## src/rtl/store_packer.sv

```systemverilog
// store_packer: registered MEM-stage store path.
// Packs a register value into little-endian byte lanes with byte enables.
// Flags misaligned and reserved-size accesses. Output goes through a
// one-entry skid buffer on a valid/ready handshake.
// Optional macro STORE_TRUNC_CHECK_EN: computes out_trunc (value does not
// fit the narrowed width) at accept time and carries it with the entry.
module store_packer (
  input  logic        clk,
  input  logic        rst,
  input  logic        in_valid,
  output logic        in_ready,
  input  logic [31:0] in_data,
  input  logic [31:0] in_addr,
  input  logic [1:0]  in_size,
  input  logic        in_signed,
  output logic        out_valid,
  input  logic        out_ready,
  output logic [31:0] out_addr,
  output logic [31:0] out_wdata,
  output logic [3:0]  out_be,
  output logic        out_err,
  output logic        out_trunc
);

  typedef struct packed {
    logic [31:0] addr;
    logic [31:0] wdata;
    logic [3:0]  be;
    logic        err;
`ifdef STORE_TRUNC_CHECK_EN
    logic        trunc;
`endif
  } entry_t;

  // Bit 0 is "output register valid", bit 1 is "skid valid", so out_valid
  // comes straight off a state flop.
  typedef enum logic [1:0] {
    EMPTY = 2'b00,
    FULL1 = 2'b01,
    FULL2 = 2'b11
  } state_t;

  state_t state_q, state_d;
  entry_t out_q, out_d;
  entry_t skid_q, skid_d;
  logic   in_ready_q, in_ready_d;
  entry_t pk;
  logic   accept, drain;

  assign accept = in_valid && in_ready_q;
  assign drain  = state_q[0] && out_ready;

  // Pack the incoming request into lane-positioned data and byte enables.
  always_comb begin
    pk       = '0;
    pk.addr  = {in_addr[31:2], 2'b00};
    pk.wdata = in_data;
    case (in_size)
      2'b00: begin
        pk.wdata = {4{in_data[7:0]}};
        pk.be    = 4'b0001 << in_addr[1:0];
      end
      2'b01: begin
        pk.wdata = {2{in_data[15:0]}};
        pk.be    = in_addr[1] ? 4'b1100 : 4'b0011;
        pk.err   = in_addr[0];
      end
      2'b10: begin
        pk.be    = 4'b1111;
        pk.err   = |in_addr[1:0];
      end
      default: pk.err = 1'b1;
    endcase
    if (pk.err) pk.be = 4'b0000;
`ifdef STORE_TRUNC_CHECK_EN
    // Signed: upper bits must all equal the narrowed sign bit.
    // Unsigned: upper bits must be zero. Word/errored accesses never truncate.
    case (in_size)
      2'b00: pk.trunc = in_signed ? !((&in_data[31:7]) || !(|in_data[31:7]))
                                  : |in_data[31:8];
      2'b01: pk.trunc = in_signed ? !((&in_data[31:15]) || !(|in_data[31:15]))
                                  : |in_data[31:16];
      default: pk.trunc = 1'b0;
    endcase
    if (pk.err) pk.trunc = 1'b0;
`endif
  end

`ifndef STORE_TRUNC_CHECK_EN
  // Signedness only matters to the range check.
  logic unused_in_signed;
  assign unused_in_signed = in_signed;
`endif

  // Next-state: route accepts to output reg or skid, refill output from skid on drain.
  always_comb begin
    state_d = state_q;
    out_d   = out_q;
    skid_d  = skid_q;
    case (state_q)
      EMPTY: begin
        if (accept) begin
          out_d   = pk;
          state_d = FULL1;
        end
      end
      FULL1: begin
        if (accept && drain) begin
          out_d = pk;
        end else if (accept) begin
          skid_d  = pk;
          state_d = FULL2;
        end else if (drain) begin
          state_d = EMPTY;
        end
      end
      FULL2: begin
        if (drain) begin
          out_d   = skid_q;
          state_d = FULL1;
        end
      end
      default: state_d = EMPTY;
    endcase
    in_ready_d = (state_d != FULL2);
  end

  // State, output and skid registers; reset discards everything in flight.
  always_ff @(posedge clk) begin
    if (rst) begin
      state_q    <= EMPTY;
      out_q      <= '0;
      skid_q     <= '0;
      in_ready_q <= 1'b1;
    end else begin
      state_q    <= state_d;
      out_q      <= out_d;
      skid_q     <= skid_d;
      in_ready_q <= in_ready_d;
    end
  end

  assign in_ready  = in_ready_q;
  assign out_valid = state_q[0];
  assign out_addr  = out_q.addr;
  assign out_wdata = out_q.wdata;
  assign out_be    = out_q.be;
  assign out_err   = out_q.err;
`ifdef STORE_TRUNC_CHECK_EN
  assign out_trunc = out_q.trunc;
`else
  assign out_trunc = 1'b0;
`endif

endmodule

```

## config.mk

```make
export PLATFORM = sky130hd
export DESIGN_NAME = store_packer
export DESIGN_NICKNAME = d
export VERILOG_FILES = /design/src/rtl/store_packer.sv
export SDC_FILE = /design/constraint.sdc
export NUM_CORES = 1
export LEC_CHECK = 0
export BUFFER_PORTS_ARGS = -buffer_cell sky130_fd_sc_hd__buf_2
export CAP_MARGIN = 25
export CORE_MARGIN = 10
export CORE_UTILIZATION = 45
export CTS_BUF_LIST = sky130_fd_sc_hd__clkbuf_16
export DETAILED_ROUTE_END_ITERATION = 10
export HOLD_SLACK_MARGIN = 0.1
export PLACE_DENSITY_LB_ADDON = 0.1
export REMOVE_ABC_BUFFERS = 1
export SETUP_SLACK_MARGIN = 0.1
export SLEW_MARGIN = 20
export SYNTH_ARGS = -nofsm -noshare
export SYNTH_HDL_FRONTEND = slang
export SYNTH_SLANG_ARGS = --single-unit
```

## constraint.sdc

```tcl
create_clock -name clk -period 4.3 [get_ports clk]
set_input_delay 0.86 -clock clk [delete_from_list [all_inputs] [get_ports clk]]
set_output_delay 0.86 -clock clk [all_outputs]
set_load 0.01 [all_outputs]
```

==> results.md, run 1 <==
* Slowest cell on crit path: a22oi_4
* Initial antenna violation count at 4
* Setup Crit Path Kind: flop to flop
* Final-report max-slew violation count at 0
* Endpoints failing hold at 0
* DR pass1 iterations at 4
* Cell Pwr Density at a little under 500 nW/um^2
* Max cap viols at 0
* CP top delay family: compound AO/OA/AOI/OAI gates
* Post-synth EDFFs at 0
* GRT Util Overall at 0.197
* Critical path peak fanout at 31
* Post-CTS setup buffer count at 0
* CTS tree: built
* Max incr delay on CP at about 0.65 ns
* Final Critical Period at between 2 and 3 ns
* Maximum number of pins on one net before global-route repair at 81
* Clk_skew at between 0.007 and 0.008 ns
* Crit-path cells: inv_1 -> ha_1 -> a22oi_4 -> buf_4 -> nand2_1 -> o41ai_1
* Distinct cells, synth at 50
* Max Freq at approximately 0.35 GHz
* Critical path capture point type: flop
* Status: finished, final reports clean
* WL per Instance at between 15 and 20 um
* HP Class: flop to flop
* Synth Instances at between 700 and 800
* Synthesized cell area at between 6000 and 7000 um^2
* Hold_buf cts at 0
* Die area at around 19000 um^2
* Slew HR at 0.345
* Setup WS post-layout at 1.43 ns
* DP HPWL at around 12000 um
* Initial core utilization at 0.465
* First-pass GRT wire length at between 20000 and 30000 um
* I/O pin count at between 100 and 150
* # fillers at 1269
* Synth warnings at 0
* First DRT Iteration DRCs at about 340
* Worst Setup Start Kind: flop
* Layout cell share with drive strength beyond 1 at 0.225
* Clock buffer count from CTS at 17
* Leak at 0.00294 uW
* Worst endpoint required time at around 4.6 ns
* Worst-Skew Late Latency at between 0.4 and 0.5 ns
* Most used flip-flop cell after synthesis: dfxtp_1
* Seq. cell area at between 2000 and 3000 um^2
* DR vias at 5672
* Setup_tns at 0 ns
* Clk sink count at between 100 and 150
* Data arrival time of the critical path at 3.19 ns
* Die X at between 100 and 150 um
* Footprint of the multi-input gates at 3160 um^2
* H-Tree Depth at 4
* Remaining DRCs at 0
* Gr ovfl total at 0
* Port bufs at ~140
* Crit path buf inv count at 2
* Final setup violation count at 0
* Mapped Avg Cell Area at 8.76 um^2
* Least-Margin Pin Slew at a little under 1 ns
* Root buf cell: clkbuf_16
* Final period utilization at 0.667
* Core area at 13400 um^2
* Nets at about 900
* Asr flop ratio synth at 0
* Antenna Nets Post-Route at 0
* Worst IR Drop VDD at approximately 0.00024 V
* Power, Total at ~3600 uW
* Vias/cell at approximately 5.7
* Worst hold slack at roughly 0.45 ns
* Number of cell rows at 42
* Vias in the first global route at about 5700
* Area growth from synthesis to layout at 19.3%
* CTS Buffer Depth at 2
* CTS clock-pin slew for the worst setup and hold paths at around 0.050 ns
* FF+latch count, synth at 137
* Post-CTS sizing at 0
* Detailed Route WL at 18600 um
* Routability congestion estimate at approximately 0.8
* Sequential area share after synthesis at 0.440
* RSZ-0062 raised after global routing: no
* Die span in y at 138 um
* Worst slack at placement at 1.24 ns
## per-stage QoR
step	area, um^2	cells	utilization
CTS	7430	998	0.555
detailed placement	6950	967	0.519
global placement	6930	966	0.517
floorplan	5910	643	-
global route	7430	999	0.555
finish	7440	1000	0.555
## power breakdown
part | total, uW | switching (uW) | internal [uW]
logic | 886 | 558 | 328
registers | 1520 | 87.8 | 1430
clock network | 1220 | 516 | 702
total | 3620 | 1160 | 2460
## per-layer routing
| layer | up-vias | global-route usage | wire length, um |
|---|---|---|---|
| li1 | 2760 | - | - |
| met1 | 2709 | 0.241 | 8170 |
| met2 | 175 | 0.313 | 8560 |
| met3 | 24 | 0.0692 | 1610 |
| met4 | 4 | 0.0691 | 249 |
| met5 | - | 0 | 27 |
## path summary, 6_finish.rpt
kind                                  from             to  slack (ns)  depth (start not counted)
worst max-delay path            state_q[0]  out_wdata[24]        1.43                          6
worst min-delay path            skid_q[34]     skid_q[34]        0.45                          2
worst max register to register  state_q[0]  out_wdata[24]        1.43                          6
worst min register to register  skid_q[34]     skid_q[34]        0.45                          2
## synth_stat cells, drive strengths merged, types with 3 or more instances
| cell | number | share of area |
|---|---|---|
| a2111o | 8 | 0.014 |
| nor3b | 5 | 0.0060 |
| nand2 | 99 | 0.060 |
| nand3 | 6 | 0.0048 |
| a211oi | 58 | 0.070 |
| a221oi | 5 | 0.0070 |
| or3 | 3 | 0.0030 |
| buf | 41 | 0.036 |
| mux2 | 6 | 0.011 |
| o21ai | 26 | 0.021 |
| clkbuf | 29 | 0.017 |
| o2111ai | 9 | 0.013 |
| mux2i | 70 | 0.11 |
| dfxtp | 137 | 0.44 |
| nand2b | 8 | 0.0080 |
| inv | 14 | 0.0084 |
| ha | 4 | 0.0080 |
| nor2 | 39 | 0.026 |
| a21oi | 111 | 0.089 |
| o211ai | 8 | 0.0096 |
## kinds of logic (layout without fill, tap and decap cells)
| kind of cell | Yosys count | after routing | synth area share |
|---|---|---|---|
| AND/OR/NAND/NOR | 170 | 170 | 0.118 |
| XOR/XNOR | 1 | 1 | 0.00141 |
| buffers and inverters | 84 | 193 | 0.0614 |
| adder cells (fa/ha/maj) | 5 | 5 | 0.00964 |
| multiplexers | 76 | 76 | 0.123 |
| other | 1 | 5 | 0.000602 |
| flip-flops | 137 | 137 | 0.440 |
| AO/OA/AOI/OAI | 237 | 237 | 0.245 |
## final cells by class
class                           count  area share
Timing Repair Buffer              148       0.105
Antenna cell                        2    0.000673
Sequential cell                   137       0.369
Multi-Input combinational cell    492       0.424
Tap cell                          176      0.0296
Clock buffer                       17      0.0572
Inverter                           14     0.00707
Clock inverter                     14     0.00724
## cells in the final DEF (no fill, tap or decap), types with 2 or more instances in the layout
master and n:
o2111ai_1 9, a221oi_1 5, ha_1 3, clkinv_1 7, o21ai_0 15, o21ai_1 11
mux2i_1 70, nand2b_1 8, nand2_1 98, nor2b_1 2, inv_1 19, conb_1 3
buf_4 10, buf_2 137, dfxtp_1 137, a2111o_1 8, diode_2 2, nand3_1 5
and2_1 2, nor3b_1 5, nor2_1 37, a21oi_1 111, a211oi_1 58, clkbuf_16 17
or3_1 3, o211ai_1 8, mux2_2 6
## worst register-to-register path: cells and delay by family (launching register included)
kind | cells | cell delay, ns
flip-flops | 1 | 0.58
AND/OR/NAND/NOR | 1 | 0.25
adder cells (fa/ha/maj) | 1 | 0.29
buffers and inverters | 2 | 0.64
AO/OA/AOI/OAI | 2 | 1.01
## flip-flops by register name, indices dropped and copies added (netlist names)
name       cells
in_ready       1
out_addr      30
out_be         4
out_err        1
out_wdata     32
skid_q        67
state_q        2
Power figures use the tool's default switching activity.
==> inputs of run 2 (changes only) <==
--- a/config.mk
+++ b/config.mk
@@ -5,6 +5,7 @@
 export SDC_FILE = /design/constraint.sdc
 export NUM_CORES = 1
 export LEC_CHECK = 0
+export ABC_AREA = 1
 export BUFFER_PORTS_ARGS = -buffer_cell sky130_fd_sc_hd__buf_2
 export CAP_MARGIN = 25
 export CORE_MARGIN = 10
==> constraint.sdc (replaced) <==
create_clock -name clk -period 2.31 [get_ports clk]
set_input_delay 0.462 -clock clk [delete_from_list [all_inputs] [get_ports clk]]
set_output_delay 0.462 -clock clk [all_outputs]
set_load 0.01 [all_outputs]
==> run 2 against run 1 <==
Clock-buffer cell count is the same. Critical path depth grew 2. Largest cell class unchanged. Synthesized cell count grew 40%. Die area grew 3.9%. Final cell count grew 30%. Total power grew 140%. Area after synthesis grew 4.6%. Largest power group unchanged. First-iteration DRC count grew 18%. Sequential cell count is the same. Hold slack lost 0.18 ns.
==> results.md, run 2 <==
* Synth warnings at 0
* Most common cell in the netlist: nand2_1
* Share of the synthesized area in the top cell type at 0.421
* Max cap viols at 0
* DP HPWL at roughly 12000 um
* Number of cell rows at 43
* Routability congestion estimate at ~0.84
* Final-report max-slew violation count at 0
* GRT Util Overall at 0.179
* Antenna Nets Post-Route at 0
* Synth Instances at roughly 1000
* Worst endpoint required time at approximately 2.6 ns
* DR pass1 iterations at 5
* WL per Instance at 14.0 um
* First DRT Iteration DRCs at 399
* Hold_buf cts at 0
* Data arrival time of the critical path at 2.18 ns
* Status: finished, final reports clean
* Gr ovfl total at 0
* Root buf cell: clkbuf_16
* Core area at roughly 14000 um^2
* Worst IR Drop VDD at approximately 0.00080 V
* Maximum number of pins on one net before global-route repair at 70
* Final Critical Period at ~1.9 ns
* CTS clock-pin slew for the worst setup and hold paths at around 0.060 ns
* Synthesized cell area at 6520 um^2
* Distinct cells, synth at 20
* Crit path buf inv count at 2
* Crit-path cells: buf_4 -> ha_1 -> nand3_2 -> o21bai_4 -> buf_12 -> nand3_1 -> nor2_1 -> nor2_1
* Critical path capture point type: flop
* First-pass GRT wire length at 29500 um
* H-Tree Depth at 4
* Nets at ~1200
* Slew HR at 0.667
* Most used flip-flop cell after synthesis: dfxtp_1
* Detailed Route WL at 18100 um
* Die area at between 15000 and 20000 um^2
* CP top delay family: buffers and inverters
* Largest register by flop count: skid_q
* Clk sink count at roughly 140
* Remaining DRCs at 0
* Asr flop ratio synth at 0
* Initial core utilization at 0.464
* Setup Crit Path Kind: flop to flop
* Die X at approximately 140 um
* Commonest cells in the synthesized netlist: 251 x nand2_1, 216 x nor2_1, 137 x dfxtp_1
* I/O pin count at between 100 and 150
* Clk_skew at roughly 0.005 ns
* Area growth from synthesis to layout at 22.9%
* Clock buffer count from CTS at 17
* Core Util, Final at 0.570
* Critical path peak fanout at ~70
* Post-synth EDFFs at 0
* HP Class: input port to flop
* Post-CTS setup buffer count at 0
* Setup WS post-layout at ~0.45 ns
* Slowest cell on crit path: dfxtp_1
* Leak at around 0.0040 uW
* Worst-Skew Late Latency at roughly 0.42 ns
* Most frequent cells in the layout: 250 x nand2_1, 216 x nor2_1, 138 x buf_2, 137 x dfxtp_1, 87 x o21ai_0
* Max incr delay on CP at around 0.36 ns
* Initial antenna violation count at 1
* Worst Setup Start Kind: flop
* FF+latch count, synth at roughly 140
* # fillers at 1389
* Vias in the first global route at between 5000 and 6000
* DR vias at roughly 6400
* Final setup violation count at 0
* CTS Buffer Depth at 2
* Sequential area share after synthesis at 0.421
* Area leader, netlist: dfxtp_1
* Final period utilization at 0.805
* Cell mode on critical path: nor2_1
* Commonest non-fill, non-tap cell in the layout: nand2_1
* Post-CTS sizing at 0
* Port bufs at approximately 140
* Max Freq at 0.538 GHz
* Die span in y at roughly 140 um
* Worst slack at placement at between 0.4 and 0.5 ns
* Endpoints failing hold at 0
* Least-Margin Pin Slew at around 0.50 ns
* Vias/cell at around 4.9
* Cell Pwr Density at 1080 nW/um^2
* RSZ-0062 raised after global routing: no
* Layout cell share with drive strength beyond 1 at 0.179
* Max reg flops at between 60 and 70
* CTS tree: built
* Mapped Avg Cell Area at 6.54 um^2
* Ranking of synthesized cells by area: dfxtp_1 42%, nand2_1 14%, nor2_1 12%
run 2: cell count changes after synthesis, moves of 9 or more:
cell and change:
nand3_1 +60, mux2i_1 -70, a211oi_1 -58, o21ai_0 +72, clkbuf_1 +11, nand2_1 +153
nor2_1 +178, a21boi_0 +39, a21oi_1 -61, o21ai_1 -11, o2111ai_1 -9, buf_2 -11
inv_1 +43
run 2: final timing paths:
kind | slack, ns | cells past startpoint | from | end
worst max-delay path | 0.45 | 8 | state_q[0] | out_be[1]
worst min register to register | 0.47 | 1 | skid_q[26] | skid_q[26]
worst min-delay path | 0.28 | 3 | in_addr[19] | skid_q[56]
worst max register to register | 0.45 | 8 | state_q[0] | out_be[1]
run 2: area by class of cell:
class                           count  area (um^2)  share of cell area
Timing Repair Buffer              160          918               0.115
Inverter                           58          219              0.0273
Clock buffer                       17          425              0.0531
Tap cell                          180          225              0.0281
Antenna cell                        1         2.50            0.000313
Multi-Input combinational cell    727         3240               0.405
Sequential cell                   137         2740               0.343
Clock inverter                     15          230              0.0288
run 2: power breakdown:
group          switching (uW)  total [uW]  leakage, uW  internal (uW)
Sequential                235        3110      0.00113           2880
Combinational            1560        2510      0.00258            943
Clock                    1030        3040     0.000314           2000
Total                    2830        8660      0.00402           5830
run 2: cell families (layout without fill, tap and decap cells):
| family | count (synthesis) | in the layout | share of synthesized area |
|---|---|---|---|
| and+or+nand+nor | 534 | 534 | 0.321 |
| AOI/OAI and AO/OA | 186 | 186 | 0.162 |
| DFF | 137 | 137 | 0.421 |
| buffers and inverters | 134 | 250 | 0.0872 |
| adders and majority gates | 4 | 4 | 0.00768 |
| other | 1 | 4 | 0.000575 |
run 2: worst min-delay path, delay by kind of cell:
kind          cells  cell delay (ns)
buf+inv           1             0.08
simple gates      2             0.12
run 2: metal layers:
metal,GRT usage,share of wire,vias to the layer above
met2,0.270,0.43,165
li1,-,-,3345
met1,0.233,0.48,2880
met5,0,0,-
met3,0.0595,0.073,16
met4,0.0603,0.015,0
run 2: stage by stage:
stage	hold WS, ns	power (uW)	cell area, um^2	TNS [ns]	instances
2_1_floorplan	0.441	4690	6170	-181.07	922
3_3_place_gp	0.449	5680	7350	0	1262
3_5_place_dp	0.455	5690	7350	0	1262
4_1_cts	0.264	8730	8000	0	1294
5_1_grt	0.282	9230	8000	0	1294
6_report	0.275	8660	8010	0	1295
==> inputs of run 3 (changes only) <==
==> constraint.sdc (replaced) <==
create_clock -name clk -period 1.8 [get_ports clk]
set_input_delay 0.36 -clock clk [delete_from_list [all_inputs] [get_ports clk]]
set_output_delay 0.36 -clock clk [all_outputs]
set_load 0.01 [all_outputs]
==> run 3 against run 2 <==
Clock-buffer cell count unchanged. Sequential power up 29%. Sequential cell count unchanged. Routed wire length up 11%. Critical endpoint is now skid_q[1]. Largest power group is now combinational logic.
==> results.md, run 3 (synthesis results as in run 2) <==
* Max Freq at ~0.60 GHz
* Largest register by flop count: skid_q
* First DRT Iteration DRCs at about 350
* Setup Crit Path Kind: flop to flop
* Cell Pwr Density at 1390 nW/um^2
* Layout cell share with drive strength beyond 1 at 0.205
* CTS clock-pin slew for the worst setup and hold paths at 0.06 ns
* Vias/cell at 5.02
* Max cap viols at 0
* Gr ovfl total at 0
* Commonest non-fill, non-tap cell in the layout: nand2_1
* Core area at ~14000 um^2
* Clk_skew at about 0.0066 ns
* I/O pin count at 143
* Least-Margin Pin Slew at ~0.58 ns
* H-Tree Depth at 4
* Critical path peak fanout at 9
* Status: finished, final reports clean
* Hold_buf cts at 0
* Die span in y at roughly 140 um
* CTS tree: built
* Final period utilization at 0.926
* Routability congestion estimate at approximately 0.85
* First-pass GRT wire length at ~30000 um
* Antenna Cells at 0
* Critical path capture point type: flop
* Root buf cell: clkbuf_16
* HP Class: input port to flop
* Nets at between 1000 and 1500
* Max reg flops at 67
* DR pass1 iterations at 6
* Worst r2r src: state_q[1]
* # fillers at roughly 1400
* Die area at roughly 20000 um^2
* Number of cell rows at 43
* Reg2Reg Capture Point: skid_q[1]
* Leak at approximately 0.0043 uW
* Maximum number of pins on one net before global-route repair at 70
* Initial antenna violation count at 0
* Initial core utilization at 0.464
* Reg-to-reg setup timing slack at approximately 0.13 ns
* Final-report max-slew violation count at 0
* Detailed Route WL at roughly 20000 um
* WL per Instance at roughly 15 um
* Slew HR at 0.615
* DR vias at approximately 6600
* Path depth of the worst reg2reg path at 9
* RSZ-0062 raised after global routing: no
* Crit path launch: state_q[1]
* Final setup violation count at 0
* Data arrival time of the critical path at 2.02 ns
* Worst IR Drop VDD at just over 0.0009 V
* Core Util, Final at 0.612
* Most frequent cells in the layout: 248 x nand2_1, 214 x nor2_1, 138 x buf_2, 136 x dfxtp_1, 86 x o21ai_0
* Setup_tns at 0 ns
* DP HPWL at between 10000 and 15000 um
* Worst-Skew Late Latency at between 0.4 and 0.5 ns
* Antenna Nets Post-Route at 0
* GRT Util Overall at 0.181
* Clock buffer count from CTS at 17
* Clk sink count at around 140
* Die X at approximately 140 um
* CTS Buffer Depth at 2
* Remaining DRCs at 0
* Crit path to: skid_q[1]
* Worst endpoint required time at 2.15 ns
* Port bufs at between 100 and 150
* Endpoints failing hold at 0
* Vias in the first global route at just under 6000
* Area growth from synthesis to layout at 31.8%
* Worst Setup Start Kind: flop
* Final Critical Period at between 1.5 and 2 ns
[run 3: cell count changes in the layout (fill, tap and decap cells not counted), moves of 4 or more]
cell / delta
buf_4: -4
buf_6: +9
buf_12: +13
clkbuf_16: +7
[run 3: cell type report]
cell class | instances | area (um^2) | area share
Timing Repair Buffer | 187 | 1470 | 0.171
Multi-Input combinational cell | 727 | 3290 | 0.383
Inverter | 58 | 226 | 0.0264
Clock buffer | 17 | 425 | 0.0495
Sequential cell | 137 | 2750 | 0.320
Clock inverter | 15 | 208 | 0.0242
Tap cell | 180 | 225 | 0.0262
[run 3: how the worst min path moves through the flow]
| stage | slack [ns] | cells after the start | start | endpoint |
|---|---|---|---|---|
| 2_1_floorplan | 0.44 | 1 | skid_q[21] | skid_q[21] |
| 3_3_place_gp | 0.45 | 1 | skid_q[25] | skid_q[25] |
| 3_5_place_dp | 0.45 | 1 | skid_q[22] | skid_q[22] |
| 4_1_cts | 0.17 | 3 | in_addr[20] | skid_q[57] |
| 5_1_grt | 0.18 | 3 | in_addr[15] | skid_q[52] |
| 6_report | 0.18 | 3 | in_addr[20] | skid_q[57] |
[run 3: report_power, final]
part           switching (uW)  internal [uW]  leakage (uW)
sequential                314           3700       0.00113
combinational            2310           1830       0.00285
clock                    1340           2430      0.000305
[run 3: what timing repair did]
item | 4_1_cts | 5_1_grt
cloned | 1 | 9
resized for setup | 3 | 25
endpoints found under the setup margin | 85 | 130
buffers inserted | 1 | 6
pin swaps | 0 | 5
[run 3: worst max-delay path: stages (launching register included)]
cell and delay (ns):
dfxtp_1 0.33, inv_2 0.10, ha_4 0.15, nand3_2 0.10, buf_4 0.16, a21oi_4 0.19
buf_6 0.17, clkbuf_16 0.17, o21ai_0 0.10, a21oi_1 0.13
[run 3: metrics by stage]
step	std cells	power (uW)	area, um^2	hold slack, ns	setup slack [ns]
floorplan	922	6020	6170	0.441	-2.38
global placement	1272	7560	7570	0.448	0.0823
detailed placement	1272	7590	7570	0.455	0.0546
CTS	1306	11500	8260	0.168	0.0866
global route	1321	12600	8590	0.181	0.0618
finish	1321	11900	8590	0.180	0.133
[run 3: per-layer routing]
layer  share of wire  vias to the layer above  GRT usage
met1            0.47                     3009      0.235
met5               0                        -          0
met2            0.45                      191      0.284
met3           0.066                       21     0.0483
li1                -                     3404          -
met4           0.013                        0     0.0609
